<file path="src/rtl/audio_pkg.sv">
// Shared audio-path definitions: default sample width, channel codes and the
// I2S receiver state encoding.
package audio_pkg;

   localparam int unsigned SAMPLE_WIDTH_DEFAULT = 16;

   localparam logic CH_LEFT  = 1'b0;
   localparam logic CH_RIGHT = 1'b1;

   typedef enum logic [1:0] {
      IDLE,
      SHIFT,
      WAIT
   } i2s_rx_state_t;

endpackage

</file>
<file path="src/rtl/i2s_rx_if.sv">
// PCM word stream from the I2S receiver to the visualiser front end.
//   sample_out    : received sample, two's complement, MSB-first on the wire
//   channel_out   : 0 = left, 1 = right
//   valid_out     : sample_out/channel_out hold a word
//   ready_in      : consumer takes the word when valid_out & ready_in
//   overrun_out   : sticky, a completed word was dropped (output full)
//   short_err_out : sticky, a slot ended before a full word was captured
interface i2s_rx_if
   import audio_pkg::*;
#(
   parameter int unsigned SAMPLE_WIDTH = SAMPLE_WIDTH_DEFAULT
);

   logic [SAMPLE_WIDTH-1:0] sample_out;
   logic                    channel_out;
   logic                    valid_out;
   logic                    ready_in;
   logic                    overrun_out;
   logic                    short_err_out;

   modport master (
      output sample_out,
      output channel_out,
      output valid_out,
      output overrun_out,
      output short_err_out,
      input  ready_in
   );

   modport slave (
      input  sample_out,
      input  channel_out,
      input  valid_out,
      input  overrun_out,
      input  short_err_out,
      output ready_in
   );

endinterface

</file>
<file path="src/rtl/sync_edge_det.sv">
// Multi-flop synchroniser for one asynchronous input plus a rising-edge strobe.
//   clk    : destination clock
//   rst    : synchronous, active-high reset
//   din    : asynchronous input
//   sync   : synchronised level (registered, SYNC_STAGES flops deep, min 2)
//   rise_c : one-cycle strobe, sync high and previous sync low
module sync_edge_det #(
   parameter int unsigned SYNC_STAGES = 2
) (
   input  logic clk,
   input  logic rst,
   input  logic din,
   output logic sync,
   output logic rise_c
);

   logic [SYNC_STAGES-1:0] stages;
   logic                   prev;

   // Synchroniser chain and one-cycle history of its output
   always_ff @(posedge clk) begin
      if (rst) begin
         stages <= '0;
         prev   <= 1'b0;
      end else begin
         stages <= {stages[SYNC_STAGES-2:0], din};
         prev   <= stages[SYNC_STAGES-1];
      end
   end

   assign sync   = stages[SYNC_STAGES-1];
   assign rise_c = sync & ~prev;

endmodule

</file>
<file path="src/rtl/i2s_rx.sv">
// I2S receiver: samples lrclk/sdata on synchronised bclk rising edges,
// deserialises one MSB-first word per slot and presents it on a valid/ready
// port, flagging dropped words (overrun) and truncated slots (short_err).
//   clk_in   : system clock, sole clock of the block
//   rst      : synchronous, active-high reset
//   bclk_in  : I2S bit clock (asynchronous, at most clk_in/4)
//   lrclk_in : word select, 0 = left, 1 = right
//   sdata_in : serial data
//   bus      : PCM word output port (i2s_rx_if master)
module i2s_rx
   import audio_pkg::*;
#(
   parameter int unsigned SAMPLE_WIDTH = SAMPLE_WIDTH_DEFAULT,
   parameter int unsigned SYNC_STAGES  = 2
) (
   input  logic     clk_in,
   input  logic     rst,
   input  logic     bclk_in,
   input  logic     lrclk_in,
   input  logic     sdata_in,
   i2s_rx_if.master bus
);

   localparam int unsigned     CNT_W = (SAMPLE_WIDTH > 1) ? $clog2(SAMPLE_WIDTH) : 1;
   localparam logic [CNT_W-1:0] LAST = CNT_W'(SAMPLE_WIDTH - 1);

   logic bclk_sync_unused, lr_rise_unused, sd_rise_unused;
   logic bclk_rise_c, lr_s, d_s, lr_edge_c, complete_c;

   i2s_rx_state_t           state_q, state_nxt;
   logic                    ch_q, ch_nxt;
   logic [CNT_W-1:0]        count_q, count_nxt;
   logic [SAMPLE_WIDTH-2:0] shift_q, shift_nxt;
   logic                    lr_prev_q, lr_prev_nxt;
   logic [SAMPLE_WIDTH-1:0] sample_q, sample_nxt, word_c;
   logic                    channel_q, channel_nxt;
   logic                    valid_q, valid_nxt;
   logic                    overrun_q, overrun_nxt;
   logic                    short_err_q, short_err_nxt;

   // Equal-depth synchronisers keep lrclk and sdata aligned with the bclk strobe
   sync_edge_det #(.SYNC_STAGES(SYNC_STAGES)) u_bclk (
      .clk(clk_in), .rst(rst), .din(bclk_in), .sync(bclk_sync_unused), .rise_c(bclk_rise_c));
   sync_edge_det #(.SYNC_STAGES(SYNC_STAGES)) u_lrclk (
      .clk(clk_in), .rst(rst), .din(lrclk_in), .sync(lr_s), .rise_c(lr_rise_unused));
   sync_edge_det #(.SYNC_STAGES(SYNC_STAGES)) u_sdata (
      .clk(clk_in), .rst(rst), .din(sdata_in), .sync(d_s), .rise_c(sd_rise_unused));

   assign lr_edge_c = lr_s ^ lr_prev_q;
   assign word_c    = {shift_q, d_s};

   // State and datapath registers
   always_ff @(posedge clk_in) begin
      if (rst) begin
         state_q     <= IDLE;
         ch_q        <= CH_LEFT;
         count_q     <= '0;
         shift_q     <= '0;
         lr_prev_q   <= 1'b0;
         sample_q    <= '0;
         channel_q   <= CH_LEFT;
         valid_q     <= 1'b0;
         overrun_q   <= 1'b0;
         short_err_q <= 1'b0;
      end else begin
         state_q     <= state_nxt;
         ch_q        <= ch_nxt;
         count_q     <= count_nxt;
         shift_q     <= shift_nxt;
         lr_prev_q   <= lr_prev_nxt;
         sample_q    <= sample_nxt;
         channel_q   <= channel_nxt;
         valid_q     <= valid_nxt;
         overrun_q   <= overrun_nxt;
         short_err_q <= short_err_nxt;
      end
   end

   // Slot tracking on bclk rises, then output register / handshake update
   always_comb begin
      state_nxt     = state_q;
      ch_nxt        = ch_q;
      count_nxt     = count_q;
      shift_nxt     = shift_q;
      lr_prev_nxt   = lr_prev_q;
      sample_nxt    = sample_q;
      channel_nxt   = channel_q;
      valid_nxt     = valid_q;
      overrun_nxt   = overrun_q;
      short_err_nxt = short_err_q;
      complete_c    = 1'b0;

      if (bclk_rise_c) begin
         lr_prev_nxt = lr_s;
         // The bit sampled alongside an lrclk edge belongs to the previous slot
         if (lr_edge_c) begin
            ch_nxt    = lr_s ? CH_RIGHT : CH_LEFT;
            count_nxt = '0;
            state_nxt = SHIFT;
            if (state_q == SHIFT) begin
               short_err_nxt = 1'b1;
            end
         end else if (state_q == SHIFT) begin
            shift_nxt = word_c[SAMPLE_WIDTH-2:0];
            if (count_q == LAST) begin
               complete_c = 1'b1;
               state_nxt  = WAIT;
            end else begin
               count_nxt = count_q + CNT_W'(1);
            end
         end
      end

      // A word completing during a handshake replaces the accepted one
      if (complete_c) begin
         if (!valid_q || bus.ready_in) begin
            sample_nxt  = word_c;
            channel_nxt = ch_q;
            valid_nxt   = 1'b1;
         end else begin
            overrun_nxt = 1'b1;
         end
      end else if (valid_q && bus.ready_in) begin
         valid_nxt = 1'b0;
      end
   end

   assign bus.sample_out    = sample_q;
   assign bus.channel_out   = channel_q;
   assign bus.valid_out     = valid_q;
   assign bus.overrun_out   = overrun_q;
   assign bus.short_err_out = short_err_q;

endmodule

</file>
<file path="src/flat_wrapper.sv">
// flat-port wrapper written by rule: the top's interface ports become plain ports
module i2s_rx_flat import audio_pkg::*;
#(
   parameter int unsigned SAMPLE_WIDTH = SAMPLE_WIDTH_DEFAULT,
   parameter int unsigned SYNC_STAGES  = 2
)
  (clk_in, rst, bclk_in, lrclk_in, sdata_in, bus_sample_out, bus_channel_out, bus_valid_out, bus_overrun_out, bus_short_err_out, bus_ready_in);
  i2s_rx_if #(.SAMPLE_WIDTH(SAMPLE_WIDTH)) bus_i ();
  input  logic clk_in;
  input  logic rst;
  input  logic bclk_in;
  input  logic lrclk_in;
  input  logic sdata_in;
  output wire logic [$bits(bus_i.sample_out)-1:0] bus_sample_out;
  output wire logic [$bits(bus_i.channel_out)-1:0] bus_channel_out;
  output wire logic [$bits(bus_i.valid_out)-1:0] bus_valid_out;
  output wire logic [$bits(bus_i.overrun_out)-1:0] bus_overrun_out;
  output wire logic [$bits(bus_i.short_err_out)-1:0] bus_short_err_out;
  input wire logic [$bits(bus_i.ready_in)-1:0] bus_ready_in;
  assign bus_sample_out = bus_i.sample_out;
  assign bus_channel_out = bus_i.channel_out;
  assign bus_valid_out = bus_i.valid_out;
  assign bus_overrun_out = bus_i.overrun_out;
  assign bus_short_err_out = bus_i.short_err_out;
  assign bus_i.ready_in = bus_ready_in;
  i2s_rx #(.SAMPLE_WIDTH(SAMPLE_WIDTH), .SYNC_STAGES(SYNC_STAGES)) u_core (.clk_in(clk_in), .rst(rst), .bclk_in(bclk_in), .lrclk_in(lrclk_in), .sdata_in(sdata_in), .bus(bus_i));
endmodule
</file>
<file path="config.mk">
export PLATFORM = sky130hd
export DESIGN_NAME = i2s_rx_flat
export DESIGN_NICKNAME = d
export VERILOG_FILES = /design/src/rtl/audio_pkg.sv /design/src/rtl/i2s_rx_if.sv /design/src/rtl/sync_edge_det.sv /design/src/rtl/i2s_rx.sv /design/src/flat_wrapper.sv
export SDC_FILE = /design/constraint.sdc
export NUM_CORES = 1
export LEC_CHECK = 0
export ABC_AREA = 0
export CORE_MARGIN = 3
export CORE_UTILIZATION = 54
export CTS_CLUSTER_SIZE = 20
export DETAILED_ROUTE_END_ITERATION = 16
export DONT_BUFFER_PORTS = 1
export PLACE_DENSITY = 0.72
export SLEW_MARGIN = 5
export SYNTH_ARGS = -nofsm -noshare
export SYNTH_HDL_FRONTEND = slang
export SYNTH_SLANG_ARGS = --single-unit
</file>
<file path="constraint.sdc">
create_clock -name clk_in -period 1.5 [get_ports clk_in]
set_input_delay 0.45 -clock clk_in [delete_from_list [all_inputs] [get_ports clk_in]]
set_output_delay 0.45 -clock clk_in [all_outputs]
set_load 0.05 [all_outputs]
</file>
==> results of run 1 <==
## worst paths after layout
path	startpoint	end	slack (ns)	depth (start not counted)
max	u_core.count_q[1]	u_core.bus.sample_out[1]	0.002	7
min	rst	u_core.bus.valid_out	0.13	1
max reg2reg	u_core.count_q[1]	u_core.bus.sample_out[1]	0.002	7
min reg2reg	u_core.u_sdata.stages[0]	u_core.u_sdata.stages[1]	0.44	1
## layout by cell type, fill, tap and decap left out, types with 2 or more instances in the layout
master	synthesis	final
nor2b_1	8	7
inv_1	2	2
mux2i_1	17	17
nand3_1	2	2
buf_12	0	2
buf_4	2	11
nor2_1	22	22
dfxtp_2	0	19
o21ai_0	2	2
clkbuf_4	0	5
a21oi_1	22	22
nand2b_1	2	2
dfxtp_1	50	30
nand2_1	39	39
clkbuf_16	0	2
## synth_stat cells (all sizes together)
| cell type | n |
|---|---|
| a21boi | 1 |
| buf | 3 |
| a21oi | 22 |
| and3 | 1 |
| mux2i | 17 |
| nor2b | 8 |
| xnor2 | 1 |
| nand4bb | 1 |
| xor2 | 1 |
| nor4 | 1 |
| nand2b | 2 |
| inv | 2 |
| o21ai | 2 |
| clkbuf | 6 |
| o211ai | 1 |
| o21ba | 1 |
| a32oi | 1 |
| nand4 | 1 |
| or4b | 1 |
| dfxtp | 50 |
| and4bb | 1 |
| or3 | 1 |
| a22oi | 1 |
| ha | 1 |
| o31ai | 1 |
| nand3 | 2 |
| a41oi | 1 |
| nand2 | 39 |
| nor3 | 1 |
| nor2 | 22 |
## power breakdown
part | switching, mW | leakage [nW] | internal, mW | total (mW)
sequential | 0.00649 | 0.414 | 1.34 | 1.34
combinational | 0.0135 | 0.435 | 0.0168 | 0.0303
clock | 0.394 | 0.0443 | 0.389 | 0.783
total | 0.414 | 0.894 | 1.74 | 2.15
## worst reg2reg max path, stage by stage (launching register included)
cell and delay [ns]:
dfxtp_4 0.39, ha_4 0.13, and3_4 0.20, nand4_1 0.14, buf_6 0.17, clkbuf_16 0.16
mux2i_1 0.16, nor2_1 0.05
## final cells by class
class	instances	area share, %
inverter	2	0.349
timing repair buffer	16	8.55
multi-input combinational	132	36.9
tap	44	2.56
clock inverter	1	1.40
clock buffer	6	2.39
sequential	50	47.8
## cells by family (layout without fill, tap and decap cells)
kind of cell               Yosys count  count (layout)  synth area share, %
muxes                               17              17                 9.42
buffers and inverters               11              25                 2.77
xor gates and xnor gates             2               2                 1.39
and+or+nand+nor                     81              81                 20.2
adders and majority gates            1               1                0.692
AOI/OAI and AO/OA                   31              31                 10.1
DFF                                 50              50                 55.4
## metal layers
layer / wire (µm) / up-vias
met3: 175 / 5
li1: - / 675
met5: 0 / -
met2: 1790 / 23
met4: 49 / 0
met1: 1570 / 630
## registers in the layout (all words and copies together), names as in the netlist, 2 cells and up
signal,count
u_core.bus.sample_out,16
u_core.shift_q,15
u_core.count_q,4
u_core.state_q,2
u_core.u_bclk.stages,2
u_core.u_lrclk.stages,2
u_core.u_sdata.stages,2
## metrics by stage
| stage | TNS, ns | cell area [µm²] | setup WS [ns] | hold WS (ns) |
|---|---|---|---|---|
| 6_report | 0 | 2150 | 0.00250 | 0.132 |
| 5_1_grt | -0.721 | 2150 | -0.0590 | 0.106 |
| 4_1_cts | 0 | 2020 | 0.00222 | 0.122 |
| 3_5_place_dp | 0 | 1920 | 0.00770 | 0.430 |
| 3_3_place_gp | 0 | 1920 | 0.0794 | 0.417 |
| 2_1_floorplan | 0 | 1810 | 0.00662 | 0.414 |
## timing repair
| action | 4_1_cts | 5_1_grt |
|---|---|---|
| gates cloned | 0 | 2 |
| setup endpoints to repair | 16 | 31 |
| resized for setup | 3 | 24 |
| pin swaps | 0 | 2 |
| setup buffers | 0 | 4 |
| hold buffers | 0 | 0 |
==> results by group, run 1 <==
Cells and area
  – Area Overhead vs Synth: 19.0%
  – Area of all sequential standard cells: around 0.001 mm²
  – Post-Layout Cell Count: around 250
  – Layout cell share with drive strength beyond 1: 24.6%
  – Final core utilization: 68.8%
  – Multi-input gate area in the final layout: 795 µm²
  – Antenna diode count: 0
  – Net count of the finished layout: 214
  – Number of inserted filler cells in the final layout: 231

Clock tree
  – Largest buffer count on any clock path: 2
  – Total clock sinks: 50
  – Clk Tree Root Cell: clkbuf_4
  – Clock input transition at the sequential cells of the worst setup and hold paths: 0.13 ns
  – Skew-Pair Late Insertion Delay: between 0.3 and 0.4 ns
  – Clock tree from TritonCTS: yes
  – Clock H-tree levels: 2
  – CTS Buf Count: 5

Placed design
  – Final HPWL from detailed placement: between 2000 and 2500 µm
  – Routability-driven placement congestion ratio: just over 0.7
  – Port Buffers: 0
  – Cell count after placement: 238

Synthesis
  – Mapped Cells: 193
  – Area fraction of the dominant cell type after synthesis: ~55%
  – Top area cells in the synthesized netlist: dfxtp_1 55%, mux2i_1 9.4%, nand2_1 8.1%
  – Count of yosys warnings during synthesis: 0
  – Cell area after synthesis: roughly 0.0018 mm²
  – Average cell area after synthesis: between 9 and 10 µm²
  – Share of synthesized area occupied by flip-flops and latches: a little under three fifths
  – Post-synthesis cell type count: 31
  – Number of register bits inferred by synthesis: 50
  – Syn Nets: 200
  – Post-synth top area cell: dfxtp_1

Route
  – Count of nets left with antenna violations after detail routing: 0
  – Detailed-router iteration count before antenna repair: 6
  – Avg WL per Cell: approximately 14 µm
  – Vias per cell: 5.31
  – Final Routed Wirelength: 3580 µm
  – Via count: 1333
  – Residual DRC: 0
  – DR iter-0 viols: 100

STA
  – Final critical path time including I/O delays and setup: between 1 and 1.5 ns
  – Final-report setup violation count: 0
  – Share of the clock period used by the worst path: 99.8%
  – Upper clock frequency limit: 668 MHz
  – Setup repair after global routing missed its margin: true
  – Clock Skew: 0.0194 ns
  – Slew at the pin closest to its max-slew limit: 0.517 ns
  – Worst slew margin relative to its limit: about two thirds
  – Final slew viol count: 0
  – Number of endpoints with negative hold slack in the final report: 0

GRT
  – Gr busiest metal: met2
  – Met1 global-route usage: 20.9%
  – Overall Global Routing Usage: between 15 and 20%
  – Pin count of the biggest net entering global routing: 50
  – Remaining global-route overflow: 0
  – Via count of the first global-routing pass: 1295
  – Global-route met3 utilization: 5.10%
  – GR Util met2: 28.8%
  – Wire length of the first global-routing pass: approximately 5700 µm
  – Number of antenna violations at the first check in global routing: 0

Pwr
  – Pwr Density: 1000 mW/mm²
  – Static Leak: 0.894 nW
  – Worst IR Drop VDD: 704 µV
  – Power Total: 2.15 mW

Floorplan
  – Number of primary I/O pins: 26
  – Die Y: 63.8 µm
  – Horizontal die dimension: 63.8 µm
  – Area enclosed by the die boundary: between 0.004 and 0.005 mm²
  – Core Box Area: between 0.003 and 0.004 mm²
  – Effective utilization at floorplan: 57.8%
  – Number of placement rows: 20

Setup path
  – Arrival time at the worst endpoint: 1.77 ns
  – Category of the worst setup path launch point: flop
  – Cell chain of the critical path: ha_4 > and3_4 > nand4_1 > buf_6 > clkbuf_16 > mux2i_1 > nor2_1
  – Setup Crit Path Kind: flop to flop
  – Maximum net fanout on the critical path: 8
  – Longest individual stage delay on the worst path: 0.39 ns
  – Capturing element type of the critical path: flop
  – Worst path slowest cell: dfxtp_4
  – Required @ worst endpoint: between 1.5 and 2 ns
  – Family with the most delay on the worst path: flip-flops
  – Crit path buf inv count: 2

Outcome
  – Status: completed

Hold path
  – Worst Hold Class: primary input to flop

Run
  – Max cap viols: 0
(Power assumes the default switching activity.)
==> run 2: changes to the inputs <==
- RECOVER_POWER: not set -> 25
==> results by group, run 2 (synthesized netlist as in run 1, its figures left out) <==
Setup path
  – Family with the most delay on the worst path: flip-flops
  – Worst path slowest cell: dfxtp_4
  – Number of stages on the worst setup path: 7
  – Crit path buf inv count: 2
  – Cell chain of the critical path: ha_4 > and3_4 > nand4_1 > buf_6 > clkbuf_16 > mux2i_1 > nor2_1
  – Cell count of the worst reg-to-reg path: 7
  – Maximum net fanout on the critical path: 8
  – Longest individual stage delay on the worst path: between 0.3 and 0.4 ns
  – Capturing element type of the critical path: flop
  – Category of the worst setup path launch point: flop
  – Required @ worst endpoint: 1.77 ns
  – Setup Crit Path Kind: flop to flop
  – Arrival time at the worst endpoint: about 1.8 ns

Hold path
  – Worst Hold Class: primary input to flop
  – Worst hold path cell count: 1

Pwr
  – Gate power share: 1.4%
  – Worst IR Drop VDD: between 700 and 800 µV
  – Reported net switching power: ~0.41 mW
  – Part of the power in the clock network: 36.3%
  – Sw frac: 19.2%
  – Internal Power: 1.74 mW
  – Share of power burned in registers: 62.3%
  – Pwr Density: 1000 mW/mm²
  – Static Leak: 0.890 nW

Route
  – DR iter-0 viols: 104
  – Detailed-router iteration count before antenna repair: 4
  – Via count: 1342
  – Residual DRC: 0
  – Count of nets left with antenna violations after detail routing: 0
  – Vias per cell: around 5.3
  – Avg WL per Cell: ~14 µm
  – Final Routed Wirelength: 3570 µm

Floorplan
  – Number of primary I/O pins: 26
  – Core Box Area: 0.00313 mm²
  – Number of placement rows: 20
  – Effective utilization at floorplan: 57.8%
  – Die Y: approximately 64 µm
  – Horizontal die dimension: 63.8 µm
  – Area enclosed by the die boundary: between 0.004 and 0.005 mm²

STA
  – Final TNS setup: 0 ns
  – Number of endpoints with negative hold slack in the final report: 0
  – Upper clock frequency limit: 669 MHz
  – Share of the clock period used by the worst path: 99.7%
  – Setup repair after global routing missed its margin: true
  – Tightest hold margin: 0.132 ns
  – Slew at the pin closest to its max-slew limit: ~0.52 ns
  – Final slew viol count: 0
  – Final-report setup violation count: 0
  – Worst slew margin relative to its limit: 65.5%
  – Clock Skew: 0.0190 ns
  – Final critical path time including I/O delays and setup: 1.50 ns

Run
  – Max cap viols: 0

Cells and area
  – Net count of the finished layout: 214
  – Leading cell type in the layout, fill and taps excluded: nand2_1
  – Post-Layout Cell Count: 251
  – Area Overhead vs Synth: 18.8%
  – Largest register FFs: 16
  – Antenna diode count: 0
  – Commonest non-fill, non-tap cells in the layout: 39 x nand2_1, 30 x dfxtp_1, 22 x nor2_1, 22 x a21oi_1, 19 x dfxtp_2
  – Final core utilization: 68.6%
  – Layout cell share with drive strength beyond 1: about a quarter

GRT
  – Pin count of the biggest net entering global routing: 50
  – Overall Global Routing Usage: 17.5%
  – Wire length of the first global-routing pass: 5650 µm
  – Via count of the first global-routing pass: 1295
  – Number of antenna violations at the first check in global routing: 0
  – Remaining global-route overflow: 0

Clock tree
  – CTS Buf Count: 5
  – Clock input transition at the sequential cells of the worst setup and hold paths: roughly 0.13 ns
  – Skew-Pair Late Insertion Delay: 0.36 ns
  – Total clock sinks: 50
  – Clock H-tree levels: 2
  – Clk Tree Root Cell: clkbuf_4
  – Clock tree from TritonCTS: yes
  – Largest buffer count on any clock path: 2

Placed design
  – Port Buffers: 0
  – Final HPWL from detailed placement: 2220 µm
  – Routability-driven placement congestion ratio: 0.708
  – Cell count after placement: ~240

Outcome
  – Status: completed
-- run 2: path summary, 6_finish.rpt --
kind,from,end,slack [ns]
setup reg to reg,u_core.count_q[1],u_core.bus.sample_out[1],0.005
hold / removal,rst,u_core.bus.valid_out,0.13
hold reg to reg,u_core.u_sdata.stages[0],u_core.u_sdata.stages[1],0.44
setup / recovery,u_core.count_q[1],u_core.bus.sample_out[1],0.005
-- run 2: layout make-up --
cell class              instances  area, µm²
flip-flops and latches         50       1030
inverters                       2       7.51
multi-input cells             132        795
repair buffers                 16        180
clock buffers                   6       51.3
fillers                       233        981
well taps                      44       55.1
clock inverters                 1       30.0
-- run 2: stage by stage --
| step | power [mW] | setup slack [ns] | area [µm²] |
|---|---|---|---|
| detailed placement | 1.40 | 0.00770 | 1920 |
| floorplan | 1.41 | 0.00662 | 1810 |
| finish | 2.15 | 0.00468 | 2150 |
| global placement | 1.40 | 0.0794 | 1920 |
| CTS | 2.17 | 0.00222 | 2020 |
| global route | 2.23 | -0.0590 | 2150 |
-- run 2: routing by layer --
layer | GRT usage, % | wire length [µm] | vias to the layer above
met5 | 0 | 0 | -
met2 | 28.8 | 1780 | 27
met3 | 5.10 | 181 | 5
li1 | - | - | 675
met1 | 20.9 | 1560 | 635
met4 | 8.09 | 49 | 0
-- run 2: power groups by stage --
stage | combinational, mW | clock (mW) | sequential [mW]
detailed placement | 0.0278 | 0 | 1.37
finish | 0.0293 | 0.783 | 1.34
floorplan | 0.0346 | 0 | 1.37
global route | 0.0326 | 0.853 | 1.34
CTS | 0.0287 | 0.793 | 1.34
global placement | 0.0262 | 0 | 1.37
-- run 2: what timing repair did --
item,4_1_cts,5_1_grt
hold buffers,0,0
cloned,0,2
endpoints found under the setup margin,16,31
endpoints found under the hold margin,0,0
setup buffers,0,4
pin swaps,0,2
gates resized for setup,3,24
